[config.mk]
export PLATFORM = sky130hd
export DESIGN_NAME = lcd_ctrl
export DESIGN_NICKNAME = d
export VERILOG_FILES = /design/src/rtl/lcd_ctrl.sv
export SDC_FILE = /design/constraint.sdc
export NUM_CORES = 1
export LEC_CHECK = 0
export ABC_AREA = 1
export BUFFER_PORTS_ARGS = -buffer_cell sky130_fd_sc_hd__clkbuf_2
export CELL_PAD_IN_SITES_DETAIL_PLACEMENT = 0
export CELL_PAD_IN_SITES_GLOBAL_PLACEMENT = 2
export CORE_MARGIN = 1.5
export CORE_UTILIZATION = 26
export CTS_CLUSTER_SIZE = 30
export DETAILED_ROUTE_END_ITERATION = 8
export PLACE_DENSITY_LB_ADDON = 0.25
export SKIP_CTS_REPAIR_TIMING = 1
export SLEW_MARGIN = 10
export SYNTH_ARGS = -nofsm -noshare
export SYNTH_HDL_FRONTEND = slang
export SYNTH_SLANG_ARGS = --single-unit
[constraint.sdc]
create_clock -name i_clk -period 1.8 [get_ports i_clk]
set_clock_uncertainty 0.15 [all_clocks]
set_input_delay 0.36 -clock i_clk [delete_from_list [all_inputs] [get_ports i_clk]]
set_output_delay 0.36 -clock i_clk [all_outputs]
set_load 0.01 [all_outputs]
[src/rtl/lcd_ctrl.sv]
// lcd_ctrl: turns LSU LCD writes into timed HD44780 8-bit bus cycles with one pending slot.
// Define LCD_CTRL_INIT_EN to run the HD44780 power-up init sequence after reset.
module lcd_ctrl #(
  parameter int T_SETUP_CYC = 2,
  parameter int T_PULSE_CYC = 23,
  parameter int T_HOLD_CYC  = 2,
  parameter int T_CMD_CYC   = 2000,
  parameter int T_CLR_CYC   = 82000,
  parameter int CNT_W       = 17
) (
  input  logic        i_clk,
  input  logic        i_rstn,
  input  logic [31:0] i_lcd_word,
  input  logic        i_lcd_wr,
  output logic        o_busy,
  output logic        o_ovf,
  output logic [31:0] o_status,
  output logic        o_lcd_on,
  output logic        o_lcd_rs,
  output logic        o_lcd_rw,
  output logic        o_lcd_en,
  output logic [7:0]  o_lcd_data
);
`ifdef LCD_CTRL_INIT_EN
  localparam int CW = (CNT_W > 20) ? CNT_W : 20;
  localparam logic [CW-1:0] C_PWR = CW'(750000 - 1);
`else
  localparam int CW = CNT_W;
  localparam logic [CW-1:0] C_PWR = '0;
`endif
  localparam logic [CW-1:0] C_SETUP = CW'(T_SETUP_CYC - 1);
  localparam logic [CW-1:0] C_PULSE = CW'(T_PULSE_CYC - 1);
  localparam logic [CW-1:0] C_HOLD  = CW'(T_HOLD_CYC - 1);
  localparam logic [CW-1:0] C_CMD   = CW'(T_CMD_CYC - 1);
  localparam logic [CW-1:0] C_CLR   = CW'(T_CLR_CYC - 1);

  typedef enum logic [2:0] {IDLE, SETUP, PULSE, HOLD, WAIT, PWRUP} state_t;

  state_t          state_q;
  logic [CW-1:0]   cnt_q;
  logic            pend_q;
  logic [9:0]      pend_word_q;
  logic            on_q;
  logic            rs_q;
  logic            en_q;
  logic            ovf_q;
  logic [7:0]      data_q;
  logic [9:0]      wr_word;
  logic            unused_word_bits;
  logic            expire;
  logic            seq_exp;
  logic            clr;
  logic            init_go;
  logic [9:0]      init_word;
  logic            launch_d;
  logic [9:0]      launch_word_d;
  logic            take_d;
  logic            capture_d;
  logic            ovf_set_d;

  assign wr_word          = {i_lcd_word[31], i_lcd_word[10], i_lcd_word[7:0]};
  assign unused_word_bits = ^{i_lcd_word[30:11], i_lcd_word[9:8]};
  assign expire           = cnt_q == '0;
  assign seq_exp          = expire && (state_q == WAIT || state_q == PWRUP);
  assign clr              = !rs_q && (data_q == 8'h01 || data_q == 8'h02 || data_q == 8'h03);

`ifdef LCD_CTRL_INIT_EN
  logic [2:0] init_idx_q;
  logic [7:0] init_cmd;
  assign init_go   = init_idx_q < 3'd6;
  assign init_cmd  = (init_idx_q < 3'd3) ? 8'h38 : (init_idx_q == 3'd3) ? 8'h0C :
                     (init_idx_q == 3'd4) ? 8'h01 : 8'h06;
  assign init_word = {1'b1, 1'b0, init_cmd};
  always_ff @(posedge i_clk or negedge i_rstn)
    if (!i_rstn) init_idx_q <= '0;
    else if (seq_exp && init_go) init_idx_q <= init_idx_q + 3'd1;
`else
  assign init_go   = 1'b0;
  assign init_word = '0;
`endif

  // Slot handling: at WAIT expiry the slot drains first so a same-cycle write refills it.
  always_comb begin
    launch_d      = 1'b0;
    launch_word_d = wr_word;
    take_d        = 1'b0;
    capture_d     = 1'b0;
    ovf_set_d     = 1'b0;
    if (state_q == IDLE && !init_go) begin
      launch_d = i_lcd_wr;
    end else if (seq_exp && init_go) begin
      launch_d      = 1'b1;
      launch_word_d = init_word;
      capture_d     = i_lcd_wr && !pend_q;
      ovf_set_d     = i_lcd_wr && pend_q;
    end else if (seq_exp && pend_q) begin
      launch_d      = 1'b1;
      launch_word_d = pend_word_q;
      take_d        = 1'b1;
      capture_d     = i_lcd_wr;
    end else if (seq_exp) begin
      launch_d = i_lcd_wr;
    end else begin
      capture_d = i_lcd_wr && !pend_q;
      ovf_set_d = i_lcd_wr && pend_q;
    end
  end

  always_ff @(posedge i_clk or negedge i_rstn) begin
    if (!i_rstn) begin
      state_q     <= IDLE;
      cnt_q       <= '0;
      pend_q      <= 1'b0;
      pend_word_q <= '0;
      on_q        <= 1'b0;
      rs_q        <= 1'b0;
      en_q        <= 1'b0;
      ovf_q       <= 1'b0;
      data_q      <= '0;
    end else begin
      ovf_q  <= ovf_q | ovf_set_d;
      pend_q <= (pend_q && !take_d) || capture_d;
      if (capture_d) pend_word_q <= wr_word;
      if (launch_d) begin
        state_q                <= SETUP;
        cnt_q                  <= C_SETUP;
        {on_q, rs_q, data_q}   <= launch_word_d;
        en_q                   <= 1'b0;
      end else if (!expire) begin
        cnt_q <= cnt_q - 1'b1;
      end else begin
        case (state_q)
          IDLE: if (init_go) begin
            state_q <= PWRUP;
            cnt_q   <= C_PWR;
            on_q    <= 1'b1;
          end
          SETUP: begin
            state_q <= PULSE;
            cnt_q   <= C_PULSE;
            en_q    <= 1'b1;
          end
          PULSE: begin
            state_q <= HOLD;
            cnt_q   <= C_HOLD;
            en_q    <= 1'b0;
          end
          HOLD: begin
            state_q <= WAIT;
            cnt_q   <= clr ? C_CLR : C_CMD;
          end
          WAIT: state_q <= IDLE;
          default: ;
        endcase
      end
    end
  end

  assign o_busy     = state_q != IDLE || pend_q;
  assign o_ovf      = ovf_q;
  assign o_status   = {30'b0, ovf_q, o_busy};
  assign o_lcd_on   = on_q;
  assign o_lcd_rs   = rs_q;
  assign o_lcd_rw   = 1'b0;
  assign o_lcd_en   = en_q;
  assign o_lcd_data = data_q;
endmodule

Word level (Yosys, flattened, before mapping)
Cells that the tools add are included.
{"block": "word_totals", "out_inout_bits": 46, "in_bits": 35, "word_cells": 65, "ff_bits": 43}
{"block": "op_classes", "eq_ne": 9, "reduce_logical": 22, "bitwise": 1, "muxes": 23, "add_sub_neg": 1}
{"op": "17-bit two-way mux", "count": 3}
{"op": "17-bit one-hot mux with 3 select lines", "count": 1}
{"op": "10-bit two-way mux", "count": 2}
{"op": "17-bit zero test", "count": 1}
{"op": "17-bit by 1-bit subtractor with 17-bit output (second input constant)", "count": 1}
{"op": "8-bit by 2-bit == test with 1-bit output (second input constant)", "count": 2}
{"op": "1-bit two-way mux", "count": 13}
{"op": "3-bit one-hot mux with 4 select lines", "count": 1}
{"op": "8-bit by 1-bit == test with 1-bit output (second input constant)", "count": 1}
{"op": "3-bit by 2-bit == test with 1-bit output (second input constant)", "count": 2}
{"op": "3-bit == test (second input constant)", "count": 2}
{"op": "1-bit logical AND", "count": 6}
{"op": "3-bit two-way mux", "count": 2}
{"op": "3-bit nonzero test", "count": 2}
{"op": "1-bit logical OR", "count": 5}
{"op": "5-bit by 1-bit != test with 1-bit output (second input constant)", "count": 1}
{"op": "5-bit nonzero test", "count": 1}
{"op": "2-bit AND reduction", "count": 2}
{"op": "3-bit by 1-bit == test with 1-bit output (second input constant)", "count": 1}
{"op": "1-bit zero test", "count": 3}
{"op": "3-bit zero test", "count": 1}
{"op": "1-bit one-hot mux with 2 select lines", "count": 1}
{"op": "2-bit nonzero test", "count": 1}
{"op": "1-bit OR", "count": 1}

Longest topological paths before layout
Gate-level depths: netlist of run 1.
{"block": "logic_depth", "depth_word": 9, "ltp_mapped": 13}

Worst setup path after synthesis of run 1
OpenSTA, ideal clock, no wires.
{"block": "synth_timing", "path_type": "register -> register", "startpoint": "reg cnt_q[0]", "endpoint": "reg data_q[7] (netlist: o_lcd_data[7])", "t_arrival_ns": 1.612, "synth_period_minus_slack_ns": 1.880, "path_slack_ns": -0.080, "path_stages_with_launch": 13, "cell_sequence": "dfrtp_1 inv_1 ha_1 inv_1 nor2_1 nand2_1 nor2_4 nand3_4 nor2_1 a21oi_2 buf_2 nand2_1 nand2_1"}
{"block": "synth_via", "elab_chain_len": 5, "word_cells_on_any_way": 8, "classes_between": "mux (5); reduce/logical (3)"}
{"element": "start: declaration", "line": "40", "rtl": "logic [CW-1:0] cnt_q;"}
{"element": "start signal: assignment", "line": "130", "rtl": "cnt_q <= cnt_q - 1'b1;"}
{"element": "start signal: assignment", "line": "150", "rtl": "cnt_q <= clr ? C_CLR : C_CMD;"}
{"element": "17-bit zero test (*)", "line": "63", "rtl": "assign expire = cnt_q == '0;"}
{"element": "1-bit logical AND (*)", "line": "64", "rtl": "assign seq_exp = expire && (state_q == WAIT || state_q == PWRUP);"}
{"element": "1-bit two-way mux or 1-bit logical AND (tied branches)", "line": "101, 96"}
{"element": "1-bit two-way mux or 10-bit two-way mux (tied branches)", "line": "96", "rtl": "end else if (seq_exp && pend_q) begin"}
{"element": "1-bit two-way mux or 10-bit two-way mux (tied branches)", "line": "89", "rtl": "if (state_q == IDLE && !init_go) begin"}
{"element": "end signal: assignment", "line": "127", "rtl": "{on_q, rs_q, data_q} <= launch_word_d;"}
{"element": "end: declaration", "line": "47", "rtl": "logic [7:0] data_q;"}
Every way passes the cells marked *; elsewhere a longest branch is shown, timed or not.
A chain may end at the register's enable or synchronous reset.

Worst setup path after layout of run 1
{"block": "layout_timing", "startpoint": "reg cnt_q[0]", "endpoint": "reg on_q (netlist: o_lcd_on)"}
{"block": "layout_via", "elab_chain_len": 5, "word_cells_on_any_way": 8, "classes_between": "mux (5); reduce/logical (3)"}
{"element": "17-bit zero test (*)", "line": "63"}
{"element": "1-bit logical AND (*)", "line": "64"}
{"element": "1-bit two-way mux or 1-bit logical AND (tied branches)", "line": "101, 96"}
{"element": "1-bit two-way mux or 10-bit two-way mux (tied branches)", "line": "96"}
{"element": "1-bit two-way mux or 10-bit two-way mux (tied branches)", "line": "89"}
{"element": "end signal: assignment", "line": "127"}
{"element": "end: declaration", "line": "43", "rtl": "logic on_q;"}
Marks and branches as above.

==> results of run 1 <==
-- state kept, by name (all words and copies together), names as in the netlist --
register     flops
o_lcd_data       8
o_lcd_en         1
pend_q           1
o_ovf            1
o_lcd_on         1
state_q          3
cnt_q           17
pend_word_q     10
o_lcd_rs         1
-- synth_stat cells (all sizes together) --
master	count
buf	40
nor2	47
xor2	5
ha	2
inv	31
a22oi	1
nand3	21
a21oi	4
conb	1
o211ai	3
nand3b	1
a31o	1
and3	1
nand2	90
nor3	7
nand4	3
dfrtp	43
o31ai	1
o21bai	1
nor3b	1
xnor2	5
or2	12
o21ai	21
-- through the flow --
| step | worst slack [ns] | hold WS [ns] | cells |
|---|---|---|---|
| 2_1_floorplan | -0.0370 | -0.0856 | 372 |
| 3_3_place_gp | -0.241 | 0.225 | 554 |
| 3_5_place_dp | -0.281 | 0.221 | 554 |
| 4_1_cts | -0.296 | -0.117 | 562 |
| 5_1_grt | -0.251 | 0.134 | 572 |
| 6_report | -0.121 | 0.135 | 572 |
-- worst paths after layout --
check | from | to | depth (start not counted)
max | cnt_q[0]$_DFFE_PN0P_ | o_lcd_on$_DFFE_PN0P_ | 14
min | i_lcd_word[0] | pend_word_q[0]$_DFFE_PN0P_ | 3
max reg2reg | cnt_q[0]$_DFFE_PN0P_ | o_lcd_on$_DFFE_PN0P_ | 14
min reg2reg | pend_word_q[0]$_DFFE_PN0P_ | pend_word_q[0]$_DFFE_PN0P_ | 2
max in group asynchronous | i_rstn | state_q[1]$_DFFE_PN0P_ | 3
min in group asynchronous | i_rstn | cnt_q[9]$_DFFE_PN0P_ | 3
-- per-layer routing --
metal  global-route usage (%)  wire, um  share of wire (%)  vias up
met3                     2.16       164                2.4        6
li1                         -         -                  -     1196
met2                     22.0      3460                 51       26
met1                     15.9      3140                 46     1044
met4                     2.64        51               0.75        0
met5                        0         0                  0        -
-- placed cells by master (no fill, tap or decap), types with 6 or more instances in the layout --
cell type	instances
or2_0	9
dfrtp_1	42
nand2_2	15
nor3_1	7
buf_6	6
nand3_2	9
conb_1	31
nand2_1	69
nor2_1	32
buf_4	55
clkbuf_2	26
nor2_2	10
o21ai_0	11
inv_2	6
nand3_1	11
o21ai_2	10
inv_1	25
-- final cells by class --
class / instances / area (um^2) / share of cell area (%)
Sequential cell: 43 / 1080 / 28.8
Multi-Input combinational cell: 258 / 1490 / 39.7
Inverter: 31 / 116 / 3.11
Clock buffer: 5 / 68.8 / 1.84
Timing Repair Buffer: 96 / 776 / 20.7
Clock inverter: 3 / 47.5 / 1.27
Tap cell: 136 / 170 / 4.55
-- power groups by stage --
stage	registers (W)	clock network [W]	logic, W
after detailed placement	0.000984	0	0.0000871
after floorplan	0.000985	0	0.0000927
final	0.000965	0.000815	0.0000890
after CTS	0.000965	0.000848	0.0000871
after global routing	0.000965	0.000887	0.000102
after global placement	0.000984	0	0.0000870
-- logic make-up after synthesis --
group           Yosys count  synth area share (%)
compound gates           32                  8.10
xor+xnor                 10                  3.22
fa+ha+maj                 2                 0.920
buf+inv                  71                  15.7
flops                    43                  39.6
other cells               1                 0.138
simple gates            183                  32.4
-- worst min-delay path: cells and delay by family --
| family | cells | cell delay (ns) |
|---|---|---|
| AO/OA/AOI/OAI | 1 | 0.06 |
| buffers and inverters | 2 | 0.15 |
==> impl_metrics.json, run 1 <==
{
  "final_area_um2": 3740,
  "crit_type": "reg2reg",
  "startpoint_type": "register",
  "syn-cell-area_um2": 2720,
  "slowest_delay_ns": 0.39,
  "fin_tns_setup_ns": -3.69,
  "die_h_um": 105,
  "crit_chain": "inv_2 > ha_4 > inv_2 > nor2_4 > nand2_2 > nor2_4 > buf_4 > nand3_4 > nand2_4 > nand2_4 > nand2_8 > buf_8 > nand3_1 > nand2_1",
  "synth_top_area_share_pct": 39.6,
  "ys_ff_latch": 43,
  "antenna_found_initial": 0,
  "drv_slew": 0,
  "dr.pass1.iters": 4,
  "p_leak_nw": 1.88,
  "vias": 2272,
  "crit_arrival_ns": 2.02,
  "status": "complete, but fails checks",
  "clockBufferDepth": 2,
  "post-dp-hpwl_um": 4910,
  "routed_wl_um": 6810,
  "failed_checks": "negative setup slack",
  "grt_pass1_wl_um": 10900,
  "grt_max_degree": 44,
  "grt_pass1_vias": 2266,
  "wl_per_cell_um": 11.9,
  "place_area_um2": 3330,
  "synth-seq-area-share_pct": 39.6,
  "yosysWarnings": 0,
  "coreArea_um2": 10200,
  "power.internal_w": 0.00141,
  "fp.dieArea_um2": 11100,
  "rrSetupSlack_ns": -0.12,
  "routabilityCongestion": 0.786,
  "combPwrFrac_pct": 4.8,
  "fin_util_pct": 36.6,
  "synthCells": 342,
  "yosysTopAreaCell": "dfrtp_1",
  "fmax_mhz": 521,
  "cts_inserted_buffers": 5,
  "ant_nets": 0,
  "dr.first_iter.drc_count": 51,
  "finalWorstSetupSlack_ns": -0.121,
  "clock_power_share_pct": 43.6,
  "grtUsageTotal_pct": 12.5,
  "required_ns": 1.90,
  "avgSynthCellArea_um2": 7.95,
  "hold_path.class": "in2reg",
  "start_util_pct": 26.6,
  "p_total_w": 0.00187,
  "clk_pin_slew_ns": 0.10,
  "cellPowerDensity_nw_per_um2": 499,
  "remaining_drc_errors": 0,
  "cts-root-buf": "clkbuf_8",
  "grt_overflow_total": 0,
  "worstSetupEndpointType": "register",
  "die-width_um": 105,
  "yosysUniqueCellTypes": 36,
  "crit_buf_inv": 4,
  "crit_fanout": 6,
  "cts_tree": "yes",
  "fillCellCount": 1100,
  "htree_levels": 2,
  "num_rows": 37,
  "cap_viol_max_count": 0,
  "slowest_stage": "dfrtp_1",
  "setup_viol": 40,
  "vias_per_cell": 3.97,
  "area.growth.synth_to_final_pct": 37.6,
  "cts_sinks": 43,
  "antenna_cells": 0,
  "synth_area_leaders": "dfrtp_1 40%, nand2_1 11%, buf_4 9.4%",
  "port_buffers": 27,
  "critical-path-top-delay-family": "simple AND/OR/NAND/NOR gates",
  "final_hold_viol_count": 0,
  "clk-insertion-delay-late_ns": 0.30,
  "rsz0062_at_grt": "yes",
  "p_sw_w": 0.000462,
  "min_period_ns": 1.92,
  "pwr-share-seq_pct": 51.6,
  "ir_drop_mv": 0.272,
  "finalCritPeriodShare_pct": 107,
  "fin_nets": 472,
  "switching_share_pct": 24.7,
  "drive_gt1_share_pct": 40.4,
  "ios": 81
}
(Power assumes the default switching activity.)
==> run 2, diff against run 1 <==
ABC_AREA = not set   (was 1)
CAP_MARGIN = 20   (was not set)
CORE_UTILIZATION = 27   (was 26)
==> run 2 against run 1 <==
Effect of this change: the run still ends with negative setup slack left; largest cell class unchanged; non-clock buffer count grew 1; sequential share of layout area grew 0.99 points; critical path type unchanged; wire length shrank 7.1%; utilization grew 2.8 points; worst hold slack gained 0.011 ns; die area shrank 9.2%; fmax shrank 9.7%.
==> impl_metrics.json, run 2 <==
{
  "status": "complete, but fails checks",
  "failed_checks": "negative setup slack",
  "remaining_drc_errors": 0,
  "start_util_pct": 27.8,
  "dr.first_iter.drc_count": 34,
  "num_rows": 35,
  "rsz0062_at_grt": "yes",
  "required_ns": 1.85,
  "grt_max_degree": 44,
  "fin_nets": 390,
  "cts_tree": "yes",
  "final_cells": 465,
  "cts_inserted_buffers": 5,
  "cellPowerDensity_nw_per_um2": 506,
  "cts_sinks": 43,
  "largest_reg_flops": 17,
  "post-dp-hpwl_um": 4640,
  "die_h_um": 100,
  "grtUsageTotal_pct": 13.2,
  "yosysUniqueCellTypes": 50,
  "synth_top_flop_cell": "dfrtp_1",
  "wl_per_cell_um": 13.6,
  "hold_path.class": "in2reg",
  "clk_pin_slew_ns": 0.10,
  "clockBufferDepth": 2,
  "finalCritPeriodShare_pct": 118,
  "switching_share_pct": 27.0,
  "setup_viol": 44,
  "worstSetupEndpointType": "register",
  "ir_drop_mv": 0.315,
  "routed_wl_um": 6330,
  "ys_ff_latch": 43,
  "grt_overflow_total": 0,
  "finalWorstSetupSlack_ns": -0.328,
  "crit_type": "reg2reg",
  "ant_nets": 0,
  "p_sw_w": 0.000495,
  "synthCells": 261,
  "grt_pass1_vias": 2032,
  "fp.dieArea_um2": 10100,
  "synthTopCellsByCount": "43 x dfrtp_1, 34 x buf_4, 29 x nand2_1",
  "antenna_found_initial": 0,
  "min_period_ns": 2.13,
  "p_leak_nw": 1.70,
  "port_buffers": 27,
  "final_hold_viol_count": 0,
  "coreArea_um2": 9200,
  "fin_util_pct": 39.4,
  "place_inst": 449,
  "routabilityCongestion": 0.766,
  "cap_viol_max_count": 0,
  "die-width_um": 100,
  "antenna_cells": 0,
  "ios": 81,
  "synth-edff-count": 0,
  "final_cell_mix": "52 x buf_4, 41 x dfrtp_1, 31 x conb_1",
  "vias_per_cell": 4.56,
  "yosysTopAreaCell": "dfrtp_1",
  "syn-cell-area_um2": 2560,
  "fmax_mhz": 470,
  "yosysWarnings": 0,
  "cts-root-buf": "clkbuf_8",
  "area.growth.synth_to_final_pct": 41.6,
  "dr.pass1.iters": 4,
  "drv_slew": 0,
  "crit_arrival_ns": 2.18,
  "grt_pass1_wl_um": 10400,
  "yosysMostFrequentCell": "dfrtp_1",
  "regMostFlops": "cnt_q",
  "avgSynthCellArea_um2": 9.80,
  "synth-async-reset-ratio_pct": 100,
  "htree_levels": 2,
  "synth_area_leaders": "dfrtp_1 42%, buf_4 10%, mux2_4 5.3%",
  "synth_top_area_share_pct": 42.1,
  "vias": 2120,
  "drive_gt1_share_pct": 44.4,
  "clk-insertion-delay-late_ns": 0.30,
  "final_common_cell": "buf_4",
  "fin_tns_setup_ns": -10.23,
  "startpoint_type": "register",
  "clock_power_share_pct": 36.5,
  "pwr-share-seq_pct": 55.1,
  "combPwrFrac_pct": 8.3,
  "power.internal_w": 0.00134,
  "synth-seq-area-share_pct": 42.1,
  "crit_fanout": 5
}
[run 2: cell count changes after synthesis, sizes merged, moves of 6 or more]
| cell | delta |
|---|---|
| inv | -25 |
| nand2 | -61 |
| o21ai | -6 |
| or2 | -11 |
| nor4 | +7 |
| nor2 | -30 |
| mux2i | +13 |
| a21oi | +11 |
| mux2 | +10 |
| nand3 | -18 |
[run 2: cell families (layout without fill, tap and decap cells)]
| kind of cell | Yosys count | in the layout | synth area share (%) |
|---|---|---|---|
| buffers and inverters | 48 | 111 | 12.7 |
| flip-flops | 43 | 43 | 42.1 |
| adder cells (fa/ha/maj) | 2 | 2 | 0.978 |
| other | 1 | 31 | 0.147 |
| AND/OR/NAND/NOR | 80 | 80 | 16.8 |
| XOR/XNOR | 8 | 8 | 2.74 |
| AO/OA/AOI/OAI | 56 | 56 | 13.7 |
| multiplexers | 23 | 23 | 10.8 |
[run 2: power groups by stage]
stage	Clock [W]	Sequential, W	Combinational (W)
floorplan	0	0.00103	0.000122
global placement	0	0.00103	0.000148
detailed placement	0	0.00103	0.000149
CTS	0.000702	0.00101	0.000149
global route	0.000738	0.00101	0.000175
finish	0.000670	0.00101	0.000153
[run 2: path summary, 6_finish.rpt]
kind | from | endpoint | slack (ns) | cells past startpoint
max in group asynchronous | i_rstn | state_q[1]$_DFFE_PN0P_ | 0.85 | 3
worst min register to register | o_ovf$_DFF_PN0_ | o_ovf$_DFF_PN0_ | 0.35 | 1
min in group asynchronous | i_rstn | cnt_q[7]$_DFFE_PN0P_ | 0.42 | 3
worst max register to register | cnt_q[1]$_DFFE_PN0P_ | pend_word_q[9]$_DFFE_PN0P_ | -0.33 | 8
worst min-delay path | i_lcd_word[7] | pend_word_q[7]$_DFFE_PN0P_ | 0.15 | 2
worst max-delay path | cnt_q[1]$_DFFE_PN0P_ | pend_word_q[9]$_DFFE_PN0P_ | -0.33 | 8
[run 2: cell type report]
type | count | area, um^2
fillers | 960 | 5570
clock inverters | 3 | 26.3
flip-flops and latches | 43 | 1080
clock buffers | 5 | 68.8
well taps | 111 | 139
inverters | 6 | 22.5
repair buffers | 97 | 788
multi-input cells | 200 | 1500
[run 2: worst max-delay path, stage by stage (launching register included)]
cell and delay (ns):
dfrtp_1 0.40, inv_2 0.09, ha_4 0.13, nor4b_4 0.22, and4_4 0.33, nor4_4 0.05, a21o_4 0.22, clkbuf_16 0.16
mux2_4 0.29
[run 2: metal layers]
layer  up-vias  wire [um]  global-route usage, %
li1       1052          -                      -
met4         0         47                   2.93
met1      1035       2980                   18.0
met5         -          0                      0
met2        27       3170                   22.0
met3         6        128                   2.16
[run 2: stage by stage]
step / power, W / hold WS [ns] / area (um^2) / setup WS, ns
6_report: 0.00183 / 0.146 / 3620 / -0.328
5_1_grt: 0.00193 / 0.144 / 3620 / -0.399
4_1_cts: 0.00186 / -0.115 / 3280 / -0.338
3_5_place_dp: 0.00118 / 0.218 / 3190 / -0.329
3_3_place_gp: 0.00118 / 0.224 / 3190 / -0.321
2_1_floorplan: 0.00115 / -0.0856 / 2710 / -0.317
